==> src/rtl/pipelined_subtractor_pkg.sv <==
// Shared definitions for the nibble-pipelined subtractor and the execute stage.
// Holds the operand geometry, the result-flag payload and the subtrahend store layout.
package pipelined_subtractor_pkg;

   localparam int unsigned WIDTH  = 32;
   localparam int unsigned SLICE  = 4;
   localparam int unsigned STAGES = WIDTH / SLICE;

   typedef struct packed {
      logic borrow;
      logic zero;
      logic overflow;
   } sub_flags_t;

   // Stage k keeps WIDTH-k*SLICE subtrahend bits; they are packed back to back in one vector.
   function automatic int unsigned b_off(input int unsigned k);
      return k * WIDTH - (SLICE * (k * k - k)) / 2;
   endfunction

   localparam int unsigned B_BITS = b_off(STAGES);

endpackage

==> src/rtl/pipelined_subtractor_sub_slice.sv <==
// Combinational SLICE-bit carry-lookahead slice computing a + ~b + c.
// Caller supplies the inverted subtrahend; carry out of the slice is "no borrow".
module sub_slice
   import pipelined_subtractor_pkg::*;
(
   input  logic [SLICE-1:0] a_i,
   input  logic [SLICE-1:0] nb_i,
   input  logic             c_i,
   output logic [SLICE-1:0] diff_o,
   output logic             c_o,
   output logic             zero_o
);

   logic [SLICE-1:0] gen;
   logic [SLICE-1:0] prop;
   logic [SLICE:0]   carry;
   logic             term;
   logic             acc;

   assign gen  = a_i & nb_i;
   assign prop = a_i ^ nb_i;

   // Each carry is a flat sum of generate terms plus the propagated carry-in.
   always_comb begin
      carry    = '0;
      term     = 1'b0;
      acc      = 1'b0;
      carry[0] = c_i;
      for (int i = 0; i < SLICE; i++) begin
         acc = c_i;
         for (int j = 0; j <= i; j++) begin
            acc = acc & prop[j];
         end
         for (int j = 0; j <= i; j++) begin
            term = gen[j];
            for (int m = j + 1; m <= i; m++) begin
               term = term & prop[m];
            end
            acc = acc | term;
         end
         carry[i+1] = acc;
      end
   end

   assign diff_o = prop ^ carry[SLICE-1:0];
   assign c_o    = carry[SLICE];
   assign zero_o = ~|diff_o;

endmodule

==> src/rtl/pipelined_subtractor.sv <==
// Eight-stage subtractor resolving one nibble per clock with skewed operands,
// deskewed results, incremental zero detect and a global output-driven stall.
module pipelined_subtractor
   import pipelined_subtractor_pkg::*;
(
   input  logic             clk,
   input  logic             rst_n,
   input  logic             in_valid,
   output logic             in_ready,
   input  logic [WIDTH-1:0] a,
   input  logic [WIDTH-1:0] b,
   input  logic             borrow_in,
   output logic             out_valid,
   input  logic             out_ready,
   output logic [WIDTH-1:0] diff,
   output logic             borrow_out,
   output logic             zero,
   output logic             overflow
);

   localparam int unsigned LAST = STAGES - 1;
   localparam int unsigned MSB  = WIDTH - 1;

   if (WIDTH % SLICE != 0) begin : g_bad_geometry
      $error("WIDTH must be a multiple of SLICE");
   end

   logic [STAGES-1:0] valid_q, valid_d;
   logic [STAGES-1:0] carry_q, carry_d;
   logic [STAGES-1:0] zacc_q, zacc_d;
   logic [STAGES-1:0] amsb_q, amsb_d;
   logic [STAGES-1:0] bmsb_q, bmsb_d;
   // Low k slices hold results, upper slices hold the unconsumed minuend.
   logic [WIDTH-1:0]  word_q [STAGES];
   logic [WIDTH-1:0]  word_d [STAGES];
   logic [B_BITS-1:0] brem_q, brem_d;

   logic              out_valid_q, out_valid_d;
   logic [WIDTH-1:0]  diff_q, diff_d;
   sub_flags_t        flags_q, flags_d;

   logic [SLICE-1:0]  sdiff [STAGES];
   logic [STAGES-1:0] scarry;
   logic [STAGES-1:0] szero;
   logic [WIDTH-1:0]  word_nxt [STAGES];
   logic              stall;

   assign stall    = out_valid_q & ~out_ready;
   assign in_ready = ~stall;

   for (genvar k = 0; k < STAGES; k++) begin : g_stage
      localparam int unsigned OFF = b_off(k);
      localparam int unsigned REM = WIDTH - k * SLICE;

      if (k == 0) begin : g_first
         assign brem_d[OFF +: REM] = stall ? brem_q[OFF +: REM] : b;
      end else begin : g_rest
         localparam int unsigned SRC = b_off(k - 1) + SLICE;
         assign brem_d[OFF +: REM] = stall ? brem_q[OFF +: REM] : brem_q[SRC +: REM];
      end

      sub_slice u_slice (
         .a_i    (word_q[k][k*SLICE +: SLICE]),
         .nb_i   (~brem_q[OFF +: SLICE]),
         .c_i    (carry_q[k]),
         .diff_o (sdiff[k]),
         .c_o    (scarry[k]),
         .zero_o (szero[k])
      );
   end

   // Drop each stage's fresh result nibble into its word.
   always_comb begin
      for (int k = 0; k < STAGES; k++) begin
         word_nxt[k] = word_q[k];
         word_nxt[k][k*SLICE +: SLICE] = sdiff[k];
      end
   end

   // Next state: hold everything on stall, otherwise shift one stage.
   always_comb begin
      valid_d     = valid_q;
      carry_d     = carry_q;
      zacc_d      = zacc_q;
      amsb_d      = amsb_q;
      bmsb_d      = bmsb_q;
      word_d      = word_q;
      out_valid_d = out_valid_q;
      diff_d      = diff_q;
      flags_d     = flags_q;

      if (!stall) begin
         valid_d[0] = in_valid;
         carry_d[0] = ~borrow_in;
         zacc_d[0]  = 1'b1;
         amsb_d[0]  = a[MSB];
         bmsb_d[0]  = b[MSB];
         word_d[0]  = a;
         for (int k = 1; k < STAGES; k++) begin
            valid_d[k] = valid_q[k-1];
            carry_d[k] = scarry[k-1];
            zacc_d[k]  = zacc_q[k-1] & szero[k-1];
            amsb_d[k]  = amsb_q[k-1];
            bmsb_d[k]  = bmsb_q[k-1];
            word_d[k]  = word_nxt[k-1];
         end

         out_valid_d      = valid_q[LAST];
         diff_d           = word_nxt[LAST];
         flags_d.borrow   = ~scarry[LAST];
         flags_d.zero     = zacc_q[LAST] & szero[LAST];
         flags_d.overflow = (amsb_q[LAST] != bmsb_q[LAST]) &&
                            (word_nxt[LAST][MSB] != amsb_q[LAST]);
      end
   end

   // Datapath registers carry don't-care data in bubble slots, so no reset.
   always_ff @(posedge clk) begin
      word_q  <= word_d;
      brem_q  <= brem_d;
      carry_q <= carry_d;
      zacc_q  <= zacc_d;
      amsb_q  <= amsb_d;
      bmsb_q  <= bmsb_d;
   end

   always_ff @(posedge clk or negedge rst_n) begin
      if (!rst_n) begin
         valid_q     <= '0;
         out_valid_q <= 1'b0;
         diff_q      <= '0;
         flags_q     <= '0;
      end else begin
         valid_q     <= valid_d;
         out_valid_q <= out_valid_d;
         diff_q      <= diff_d;
         flags_q     <= flags_d;
      end
   end

   assign out_valid  = out_valid_q;
   assign diff       = diff_q;
   assign borrow_out = flags_q.borrow;
   assign zero       = flags_q.zero;
   assign overflow   = flags_q.overflow;

endmodule
==> config.mk <==
export PLATFORM = sky130hd
export DESIGN_NAME = pipelined_subtractor
export DESIGN_NICKNAME = d
export VERILOG_FILES = /design/src/rtl/pipelined_subtractor_pkg.sv /design/src/rtl/pipelined_subtractor_sub_slice.sv /design/src/rtl/pipelined_subtractor.sv
export SDC_FILE = /design/constraint.sdc
export NUM_CORES = 1
export LEC_CHECK = 0
export ABC_CLOCK_PERIOD_IN_PS = 11400
export BUFFER_PORTS_ARGS = -buffer_cell sky130_fd_sc_hd__buf_2
export CORE_UTILIZATION = 50
export CTS_CLUSTER_DIAMETER = 60
export CTS_CLUSTER_SIZE = 12
export DETAILED_ROUTE_END_ITERATION = 12
export GPL_TIMING_DRIVEN = 0
export PLACE_DENSITY = 0.8
export SLEW_MARGIN = 20
export SYNTH_ARGS = -nofsm -noshare
export SYNTH_HDL_FRONTEND = slang
export SYNTH_HIERARCHICAL = 1
export SYNTH_SLANG_ARGS = --single-unit
export TNS_END_PERCENT = 50
==> constraint.sdc <==
create_clock -name clk -period 11.4 [get_ports clk]
set_input_delay 2.28 -clock clk [delete_from_list [all_inputs] [get_ports clk]]
set_output_delay 2.28 -clock clk [all_outputs]
set_load 0.02 [all_outputs]
**Word level (Yosys, flattened, before mapping)**

Index checks and enable logic that the tools add are counted.

- Register bits: 475
- Bits of input ports: 69
- Output and inout port bits: 37
- Logic and storage cells: 242

- Equality and inequality tests: 2
- Bitwise logic cells: 204
- Reduce and logical (&&, ||, !) cells: 17

Operator list:

| operator | count |
|---|---|
| $and 1x1->1 | 88 |
| $or 1x1->1 | 80 |
| $xor 4x4->4 | 16 |
| $and 4x4->4 | 8 |
| $not 4->4 | 8 |
| $reduce_or 4->1 | 8 |
| $logic_not 1->1 | 8 |
| $not 1->1 | 4 |
| $ne 1x1->1 | 2 |
| $logic_and 1x1->1 | 1 |

**Longest topological paths before layout**

Gate-level depths: netlist of run 1.

- Depth in word-level cells: 12
- Mapped depth: 8
- Depth with buffers taken out: 8

**Hierarchy**

Netlist of run 1, hierarchy kept.

Modules (own cells, without submodules):

| module | instances | cells each | area an instance (µm²) | seq. area each (µm²) |
|---|---|---|---|---|
| pipelined_subtractor | 1 | 555 | 14457.6 | 13563.0 |
| sub_slice | 8 | 18 | 171.4 | 0.0 |

**Least setup slack after synthesis of run 1**

No wires, ideal clock.

- Kind: input-to-reg
- Start point: input out_ready
- End point: register amsb_q[0], enable pin
- Setup time: 0.764 ns
- Data arrival time: 10.604 ns
- Required time: 10.636 ns
- Setup slack: 0.032 ns
- Cell stages on the path: 4
- Path buffers: 2
- Cell sequence: nor2b_4 -> buf_12 -> buf_8 -> inv_1

- Longest elaborated chain between the ends: 2

RTL lines:

| what | RTL line | text |
|---|---|---|
| from (decl) | pipelined_subtractor.sv:14 | `input logic out_ready,` |
| $not 1->1 | pipelined_subtractor.sv:48 | `assign stall = out_valid_q & ~out_ready;` |
| $and 1x1->1 | pipelined_subtractor.sv:48 |  |
| to (signal assigned) | pipelined_subtractor.sv:123 | `amsb_q <= amsb_d;` |
| to (decl) | pipelined_subtractor.sv:31 | `logic [STAGES-1:0] amsb_q, amsb_d;` |

No other way between the ends.
A chain may end at the register's enable or synchronous reset.

**Worst setup path in the final report of run 1**

- Start point: input out_ready
- End point: output in_ready

- Longest elaborated chain between the ends: 3

RTL lines:

| what | RTL line | text |
|---|---|---|
| $not 1->1 | pipelined_subtractor.sv:48 |  |
| $and 1x1->1 | pipelined_subtractor.sv:48 |  |
| $not 1->1 | pipelined_subtractor.sv:49 | `assign in_ready = ~stall;` |
| to (decl) | pipelined_subtractor.sv:9 | `output logic in_ready,` |

No other way between the ends.

==> out/qor.txt, run 1 <==
Status: finished, violations left
Violated checks: DRC
# IOs: 106
DRT iter0 DRCs: 334
Final slew viol count: 0
Final WS setup: 6180 ps
XOR/XNOR share of the synthesized area: 0.443%
Antenna-violating nets left: 0
Most frequent cells in the layout: edfxtp_1, buf_2, clkbuf_16
CP Capture Type: output pin
Die Span X: 180 microns
Mapped Cells: 699
Pleak: 7.01 nW
Total power: 5.11 mW
Setup Skew: 19.9 ps
DP HPWL: 10.7 mm
Number of synthesized register bits: 459
Die height: 180 microns
CTS tree: done
Worst slack, placed: 6170 ps
Post-Synth Adder-Cell Area: 4.17%
Post-Syn Area per Cell: 22.6 sq um
Synth-to-Final Area Change: 15.1%
Net Sw Frac: 25.3%
Largest net degree at the start of global routing: 118
Yosys Warn Count: 6
Num CTS Buffers: 45
Min-delay worst type: reg2reg
Grt ovf: 0
Layout Nets: 971
Die ar.: 0.0324 sq mm
DR WL/cell: 14.2 microns
Initial core utilization: 51.3%
Antenna violations before repair: 0
Routed vias/inst: 4.83
RSZ-0062 raised after global routing: no
Multi-input logic area: 0.00205 sq mm
Post-synth cell types: 28
Period minus WS final: 5220 ps
Skew-Pair Late Insertion Delay: 540 ps
Post-synth design cell area: 0.0158 sq mm
Antenna diode count: 0
Port bufs: 105
Hold Buf Count CTS: 0
Drt total wl: 18.0 mm
Fin crit share: 45.8%
Vias in the first global route: 6051
Tightest Pin Transition: 619 ps
Max_slew headroom: 58.7%
Clk root buf: clkbuf_16
Endpoints failing hold: 0
Hold Slack: 409 ps
Synth Area in Compound Gates: 2.63%
Max VDD drop: 0.188 mV
Setup-failing EPs final: 0
Simple-gate portion of the synthesized area: 2.15%
Multiplexer share of the synthesized area: 3.58%
Int Pwr: 3.81 mW
PostCTS Resize Cnt: 0
Commonest non-fill, non-tap cell in the layout: edfxtp_1
Post-CTS setup buffers: 0
First-pass GRT wire length: 29.0 mm
DR vias: 6117
Crit path cell chain: buf_2 -> nor2b_4 -> buf_12 -> inv_6 -> buf_2
CTS Sinks: 459
CP required: 9120 ps
Seq pwr share: 55.9%
Crit path DAT: 2940 ps
Startpoint types: input pin
Logic pwr share: 18.7%
Most used cell, CP: buf_2
Total iterations of the first detailed-routing run: 8
Standard-cell rows: 64
Main combinational cell family by area after synthesis: adder cells
CP Max Fanout: 10
PD cells: 280 mW/mm^2
Reg area: 0.0136 sq mm
GP Congestion: 0.738
Fmax: 192 MHz
CORE AREA: 0.0308 sq mm
P_sw: 1.29 mW
Residual DRC: 4
Critical path class: in2out
MaxCap Viol Count: 0
Sequential-to-total area share from yosys stat: 85.7%
Share of cells above drive strength 1: 25.7%
Clock power share: 25.4%
H-tree levels: 2
Critical path's slowest cell: buf_12
Register clock-pin slew on the reported worst setup and hold paths: 60 ps
All-layer global routing usage: 11.3%
Maximum clock insertion buffer count: 3
Mapped Nets: 816
Fillers: 2158
Slowest stage delay, CP: 170 ps
==> sequential cells by signal, indices dropped and copies added, names as in the netlist, 7 cells and up <==
signal,flops
diff,32
amsb_q,8
word_nxt,217
zacc_q,7
word_q,31
valid_q,8
brem_q,136
bmsb_q,8
carry_q,8
==> power by group through the flow <==
stage	Clock [mW]	Combinational, mW	Sequential [mW]
final	1.30	0.957	2.85
after global placement	0	0.905	3.03
after detailed placement	0	0.967	2.90
after global routing	1.40	1.06	2.92
after CTS	1.34	0.972	2.87
after floorplan	0	0.635	3.04
==> metal layers <==
layer  share of wire [%]  wire length, microns  track usage [%]
met5                   0                     0                0
met4                 3.2                   570             5.38
met3                 4.2                   753             2.61
met2                  50                  8970             19.4
met1                  43                  7670             13.6
==> cell usage after synthesis (all sizes together) <==
cell type / count / share of area, %
nand2: 1 / 0.024
edfxtp: 415 / 79
dfrtp: 44 / 7.0
o21ai: 17 / 0.54
and2: 22 / 0.93
buf: 4 / 0.47
a211oi: 8 / 0.38
ha: 40 / 3.2
or3b: 1 / 0.055
mux2: 40 / 3.6
a2111oi: 8 / 0.76
nand2b: 9 / 0.36
nor2b: 1 / 0.087
nor3b: 2 / 0.095
nand3b: 2 / 0.095
a21o: 8 / 0.38
fa: 8 / 1.0
a21oi: 1 / 0.032
o211a: 8 / 0.51
xor2: 8 / 0.44
nor2: 8 / 0.19
a31oi: 1 / 0.040
or3: 8 / 0.32
inv: 35 / 0.86
==> worst max-delay path: cells and delay by family <==
family,cells,cell delay [ps]
buffers and inverters,4,530
AND/OR/NAND/NOR,1,130
==> path summary, 6_finish.rpt <==
check / startpoint / to / slack [ps] / depth (start not counted)
min in group asynchronous: rst_n / borrow_out / 1750 / 1
worst min register to register: word_nxt[245] / word_nxt[213] / 410 / 0
worst min-delay path: word_nxt[245] / word_nxt[213] / 410 / 0
worst max-delay path: out_ready / in_ready / 6180 / 5
max in group asynchronous: rst_n / diff[16] / 9260 / 1
worst max register to register: out_valid / brem_q[1] / 8810 / 6
==> cells by family after synthesis <==
kind of cell	Yosys count
AO/OA/AOI/OAI	51
multiplexers	40
AND/OR/NAND/NOR	54
flip-flops	459
XOR/XNOR	8
buffers and inverters	39
adder cells (fa/ha/maj)	48
==> layout make-up <==
class                   count  area share [%]
clock buffers              59            6.64
clock inverters             5           0.337
multi-input cells         201            11.3
plain buffers               4           0.412
repair buffers            108            3.35
flip-flops and latches    459            74.5
inverters                  35           0.790
well taps                 396            2.72
==> through the flow <==
step	instance area, sq um	cells	util [%]	setup TNS [ps]
floorplan	15800	699	-	0
global placement	16800	1200	54.7	-1057250
detailed placement	16900	1203	54.9	0
CTS	18200	1267	59.1	0
global route	18200	1267	59.1	0
finish	18200	1267	59.1	0
(Power assumes the default switching activity.)
==> inputs of run 2 (changes only) <==
--- a/config.mk
+++ b/config.mk
@@ -5,7 +5,7 @@
 export SDC_FILE = /design/constraint.sdc
 export NUM_CORES = 1
 export LEC_CHECK = 0
-export ABC_CLOCK_PERIOD_IN_PS = 11400
+export ABC_CLOCK_PERIOD_IN_PS = 4900
 export BUFFER_PORTS_ARGS = -buffer_cell sky130_fd_sc_hd__buf_2
 export CORE_UTILIZATION = 50
 export CTS_CLUSTER_DIAMETER = 60
==> constraint.sdc (replaced) <==
create_clock -name clk -period 4.9 [get_ports clk]
set_input_delay 0.98 -clock clk [delete_from_list [all_inputs] [get_ports clk]]
set_output_delay 0.98 -clock clk [all_outputs]
set_load 0.02 [all_outputs]
==> out/qor.txt, run 2 (synthesis results as in run 1) <==
Setup crit start: out_ready
CP Max Fanout: 41
Residual DRC: 5
Post-CTS setup buffers: 0
Post-layout util: 59.4%
All-layer global routing usage: 11.9%
Violated checks: DRC
Grt ovf: 0
R2R Path Start: out_valid
Share of cells above drive strength 1: 26.1%
DP HPWL: 11.5 mm
Min-delay worst type: reg2reg
Commonest non-fill, non-tap cell in the layout: edfxtp_1
Synth-to-Final Area Change: 15.7%
DR WL/cell: 14.7 microns
Post-DP Area: 0.0171 sq mm
H-tree levels: 2
Vias in the first global route: 6153
CORE AREA: 0.0308 sq mm
Setup Skew: 28.3 ps
Register clock-pin slew on the reported worst setup and hold paths: 60 ps
Die ar.: 0.0324 sq mm
Drt total wl: 18.7 mm
Endpoints failing hold: 0
Antenna diode count: 0
DRT iter0 DRCs: 283
Antenna-violating nets left: 0
Logic pwr share: 19.4%
Status: finished, violations left
Num CTS Buffers: 44
Final slew viol count: 0
Hold Buf Count CTS: 0
Crit path DAT: 3240 ps
Grt peak-use layer: met2
Post-route cell area: 0.0183 sq mm
Clock power share: 24.8%
Maximum clock insertion buffer count: 3
Met3 GRT Util: 2.35%
Met1 usage: 14.7%
Largest net degree at the start of global routing: 45
Port bufs: 105
CP Capture Point: word_nxt[212]
PostCTS Resize Cnt: 0
Pleak: 7.05 nW
DR vias: 6132
Startpoint types: input pin
CP required: 5180 ps
CTS Sinks: 459
Period minus WS final: 2960 ps
Standard-cell rows: 64
Total iterations of the first detailed-routing run: 8
TNS Setup: 0 ps
Most frequent cells in the layout: edfxtp_1, buf_2, dfrtp_1, clkbuf_16, ha_1
Tightest Pin Transition: 714 ps
P_sw: 3.05 mW
Routed vias/inst: 4.82
Max VDD drop: 0.359 mV
Flip-flop count of the largest register after layout: 217
Int Pwr: 8.86 mW
Max_slew headroom: 52.3%
CTS tree: done
First-pass GRT wire length: 30.4 mm
Seq pwr share: 55.8%
Setup-failing EPs final: 0
RSZ-0062 raised after global routing: no
Met2 Usage GRT: 20.4%
PD cells: 651 mW/mm^2
Initial core utilization: 51.3%
# IOs: 106
Die height: 180 microns
R2r setup slk: 2090 ps
Worst reg2reg path endpoint: word_nxt[212]
Clk root buf: clkbuf_16
MaxCap Viol Count: 0
GP Congestion: 0.748
CP Capture Type: register
Antenna violations before repair: 0
Die Span X: 180 microns
Net Sw Frac: 25.6%
Layout Nets: 978
Worst R2R Path Depth: 8
Fmax: 338 MHz
Critical path class: in2reg
Skew-Pair Late Insertion Delay: 550 ps
Fin crit share: 60.4%
[run 2: cell types whose count changed in the layout (fill, tap and decap cells not counted), moves of 2 or more]
cell and change:
buf_12 +12, buf_16 -3, clkbuf_16 -2, inv_6 -2
[run 2: area by class of cell]
cell class / instances / area (sq um)
clock buffers: 57 / 1160
well taps: 396 / 495
plain buffers: 4 / 80.1
clock inverters: 4 / 67.6
fillers: 2143 / 12500
multi-input cells: 201 / 2050
flip-flops and latches: 459 / 13600
inverters: 35 / 140
repair buffers: 116 / 748
[run 2: worst min-delay path by stage]
| stage | from | endpoint | slack [ps] | cells after the start |
|---|---|---|---|---|
| 6_report | amsb_q[1] | amsb_q[2] | 400 | 0 |
| 5_1_grt | amsb_q[1] | amsb_q[2] | 410 | 0 |
| 4_1_cts | amsb_q[1] | amsb_q[2] | 390 | 0 |
| 3_5_place_dp | brem_q[81] | brem_q[101] | 400 | 0 |
| 3_3_place_gp | word_nxt[33] | word_nxt[1] | 400 | 0 |
| 2_1_floorplan | amsb_q[0] | amsb_q[1] | 400 | 0 |
[run 2: power groups by stage]
stage               sequential, mW  combinational (mW)  clock [mW]
floorplan                     6.97                1.48           0
global placement              6.92                2.11           0
detailed placement            6.74                2.34           0
CTS                           6.67                2.35        3.06
global route                  6.80                2.55        3.20
finish                        6.65                2.31        2.95
[run 2: routing by layer]
metal | up-vias | part of all wire [%]
met5 | - | 0
met4 | 0 | 3.1
met3 | 52 | 4.0
met2 | 116 | 50
met1 | 2955 | 42
li1 | 3009 | -
[run 2: through the flow]
step	hold WS, ps	setup WS (ps)	total power [mW]	cells
final	398	1940	11.9	1272
after global routing	408	1790	12.6	1272
after CTS	387	1890	12.1	1272
after detailed placement	405	1330	9.08	1211
after global placement	401	-5220	9.03	1200
after floorplan	400	-3100	8.45	699
[run 2: worst max-delay path: stages]
cell        delay [ps]
buf_2              130
nor2b_4            130
buf_12             170
buf_12             150
clkinvlp_4         580
buf_12             440
buf_12             200
buf_12             200
buf_12             200
==> inputs of run 3 (changes only) <==
--- a/config.mk
+++ b/config.mk
@@ -5,14 +5,15 @@
 export SDC_FILE = /design/constraint.sdc
 export NUM_CORES = 1
 export LEC_CHECK = 0
-export ABC_CLOCK_PERIOD_IN_PS = 4900
+export ABC_AREA = 1
+export ABC_CLOCK_PERIOD_IN_PS = 2650
 export BUFFER_PORTS_ARGS = -buffer_cell sky130_fd_sc_hd__buf_2
 export CORE_UTILIZATION = 50
 export CTS_CLUSTER_DIAMETER = 60
 export CTS_CLUSTER_SIZE = 12
 export DETAILED_ROUTE_END_ITERATION = 12
 export GPL_TIMING_DRIVEN = 0
-export PLACE_DENSITY = 0.8
+export PLACE_DENSITY = 0.82
 export SLEW_MARGIN = 20
 export SYNTH_ARGS = -nofsm -noshare
 export SYNTH_HDL_FRONTEND = slang
==> constraint.sdc (replaced) <==
create_clock -name clk -period 2.65 [get_ports clk]
set_input_delay 0.53 -clock clk [delete_from_list [all_inputs] [get_ports clk]]
set_output_delay 0.53 -clock clk [all_outputs]
set_load 0.02 [all_outputs]
==> out/qor.txt, run 3 <==
Status: finished, violations left
Violated checks: hold timing
Share of cells above drive strength 1: 21.0%
Fmax: 413 MHz
Crit path DAT: 2660 ps
GP Congestion: 0.784
Routed vias/inst: 4.84
Number of synthesized register bits: 459
Die height: 181 microns
Startpoint types: register
Post-route cell area: 0.0186 sq mm
Mapped Nets: 996
PD cells: 1290 mW/mm^2
Crit path cell chain: inv_1 -> nor2_4 -> buf_6 -> buf_6 -> clkinvlp_4 -> buf_16 -> buf_12 -> buf_16 -> buf_12 -> buf_16
R2R Path Start: out_valid
EDFF count, synth: 415
Slowest stage delay, CP: 390 ps
Hold Slack: -18.2 ps
Post-Syn Area per Cell: 18.2 sq um
Drt total wl: 20.4 mm
Antenna-violating nets left: 0
Period minus WS final: 2420 ps
Tightest Pin Transition: 570 ps
RSZ-0062 raised after global routing: no
Critical path class: reg2reg
Fillers: 2233
Register clock-pin slew on the reported worst setup and hold paths: 60 ps
Post-synth design cell area: 0.0160 sq mm
Port bufs: 105
# IOs: 106
Worst R2R Path Depth: 10
Ys flop type: edfxtp_1
Critical path's slowest cell: dfrtp_2
Clk root buf: clkbuf_16
Maximum clock insertion buffer count: 3
Largest net degree at the start of global routing: 45
DR vias: 7110
Total iterations of the first detailed-routing run: 6
CP Capture Type: register
Vias in the first global route: 6937
Initial core utilization: 50.8%
Asr flop ratio synth: 9.59%
Synth-to-Final Area Change: 16.6%
Min-delay worst type: in2async
Post-synth cell types: 19
First-pass GRT wire length: 33.7 mm
Post-synth top cells: edfxtp_1, nand2_1, inv_1, dfrtp_1, ha_1
CORE AREA: 0.0315 sq mm
Max VDD drop: 0.707 mV
Post-DP Area: 0.0173 sq mm
Sequential-to-total area share from yosys stat: 84.9%
Most used cell, CP: buf_16
Setup Skew: 10.7 ps
Residual DRC: 0
Yosys Warn Count: 6
Die ar.: 0.0327 sq mm
Num CTS Buffers: 45
Post-layout util: 59.2%
Area leader, netlist: edfxtp_1
MaxCap Viol Count: 0
Worst path bufs/invs: 9
Skew-Pair Late Insertion Delay: 530 ps
Synth top area cells: edfxtp_1, dfrtp_1, nand2_1
R2r setup slk: 230 ps
DR WL/cell: 13.9 microns
CP Max Fanout: 60
Pleak: 7.60 nW
Antenna violations before repair: 0
CP required: 2880 ps
H-tree levels: 2
Cell family with most CP delay: buffers and inverters
Antenna diode count: 0
Setup-failing EPs final: 0
CTS tree: done
DRT iter0 DRCs: 426
Standard-cell rows: 65
Post-synth top area share: 78.0%
Flip-flop count of the largest register after layout: 217
CTS Sinks: 459
Mapped Cells: 879
Final slew viol count: 0
Max_slew headroom: 62.0%
Fin crit share: 91.4%
Grt ovf: 0
Endpoints failing hold: 11
DP HPWL: 12.9 mm
Commonest non-fill, non-tap cell in the layout: edfxtp_1
Top-count cell post-synth: edfxtp_1
Layout Nets: 1161
Most frequent cells in the layout: edfxtp_1, nand2_1, buf_2
Die Span X: 181 microns
All-layer global routing usage: 13.1%
Worst reg2reg path endpoint: brem_q[66]
==> run 3: changes by cell type in the layout (fill, tap and decap cells not counted), sizes merged, moves of 8 or more <==
cell	before	now
nand2	1	182
inv	36	81
nand3	0	42
mux2	40	0
and2	22	0
nand4	0	16
nand2b	9	0
nor2	8	17
a2111oi	8	0
a211oi	8	0
o211a	8	0
or3	8	0
==> run 3: stage by stage <==
step	instances	power, mW	hold slack (ps)	TNS [ps]	setup slack (ps)
after detailed placement	1399	18.3	405	-13930	-344
after global routing	1468	25.4	10.3	0	48.6
final	1468	24.0	-18.2	0	227
after CTS	1469	24.3	140	0	80.0
after floorplan	879	16.3	234	-2017210	-4860
after global placement	1386	16.0	401	-2868630	-6940
==> run 3: final cells by class <==
| class | instances | area [sq um] | share of cell area (%) |
|---|---|---|---|
| inverter | 80 | 304 | 1.63 |
| timing repair buffer | 118 | 798 | 4.28 |
| tap | 402 | 503 | 2.70 |
| sequential | 459 | 13600 | 72.8 |
| buffer | 9 | 76.3 | 0.410 |
| clock inverter | 5 | 81.3 | 0.436 |
| multi-input combinational | 331 | 2050 | 11.0 |
| clock buffer | 64 | 1260 | 6.76 |
==> run 3: kinds of logic (layout without fill, tap and decap cells) <==
logic type	after synthesis	in the layout	share of synthesized area, %
buffers and inverters	89	276	2.36
AND/OR/NAND/NOR	257	257	7.51
AO/OA/AOI/OAI	18	18	0.689
adder cells (fa/ha/maj)	48	48	4.13
flip-flops	459	459	84.9
XOR/XNOR	8	8	0.438
==> run 3: routing by layer <==
layer,track usage (%),share of wire [%],routed length [microns],vias up
met3,2.84,5.4,1110,51
li1,-,-,-,3468
met1,16.2,42,8570,3395
met5,0,0,0,-
met2,22.2,50,10100,196
met4,5.81,3.0,608,0
==> run 3: worst max-delay path by stage <==
stage	endpoint	start	cells after the start	slack, ps
2_1_floorplan	amsb_q[0]	out_ready	4	-4860
3_3_place_gp	brem_q[14]	out_ready	5	-6940
3_5_place_dp	word_nxt[238]	out_ready	11	-340
4_1_cts	word_nxt[204]	out_valid	11	80
5_1_grt	brem_q[40]	out_valid	10	50
6_report	brem_q[66]	out_valid	10	230
==> run 3: timing repair <==
action | 4_1_cts | 5_1_grt
pin swaps | 0 | 0
hold buffers | 0 | 0
endpoints found under the setup margin | 28 | 28
gates resized for setup | 0 | 1
buffers inserted | 1 | 0
==> run 3: power breakdown <==
group	internal [mW]	switching (mW)	total, mW
clock	3.46	2.37	5.84
combinational	1.87	3.42	5.30
sequential	11.9	0.925	12.9
total	17.3	6.72	24.0
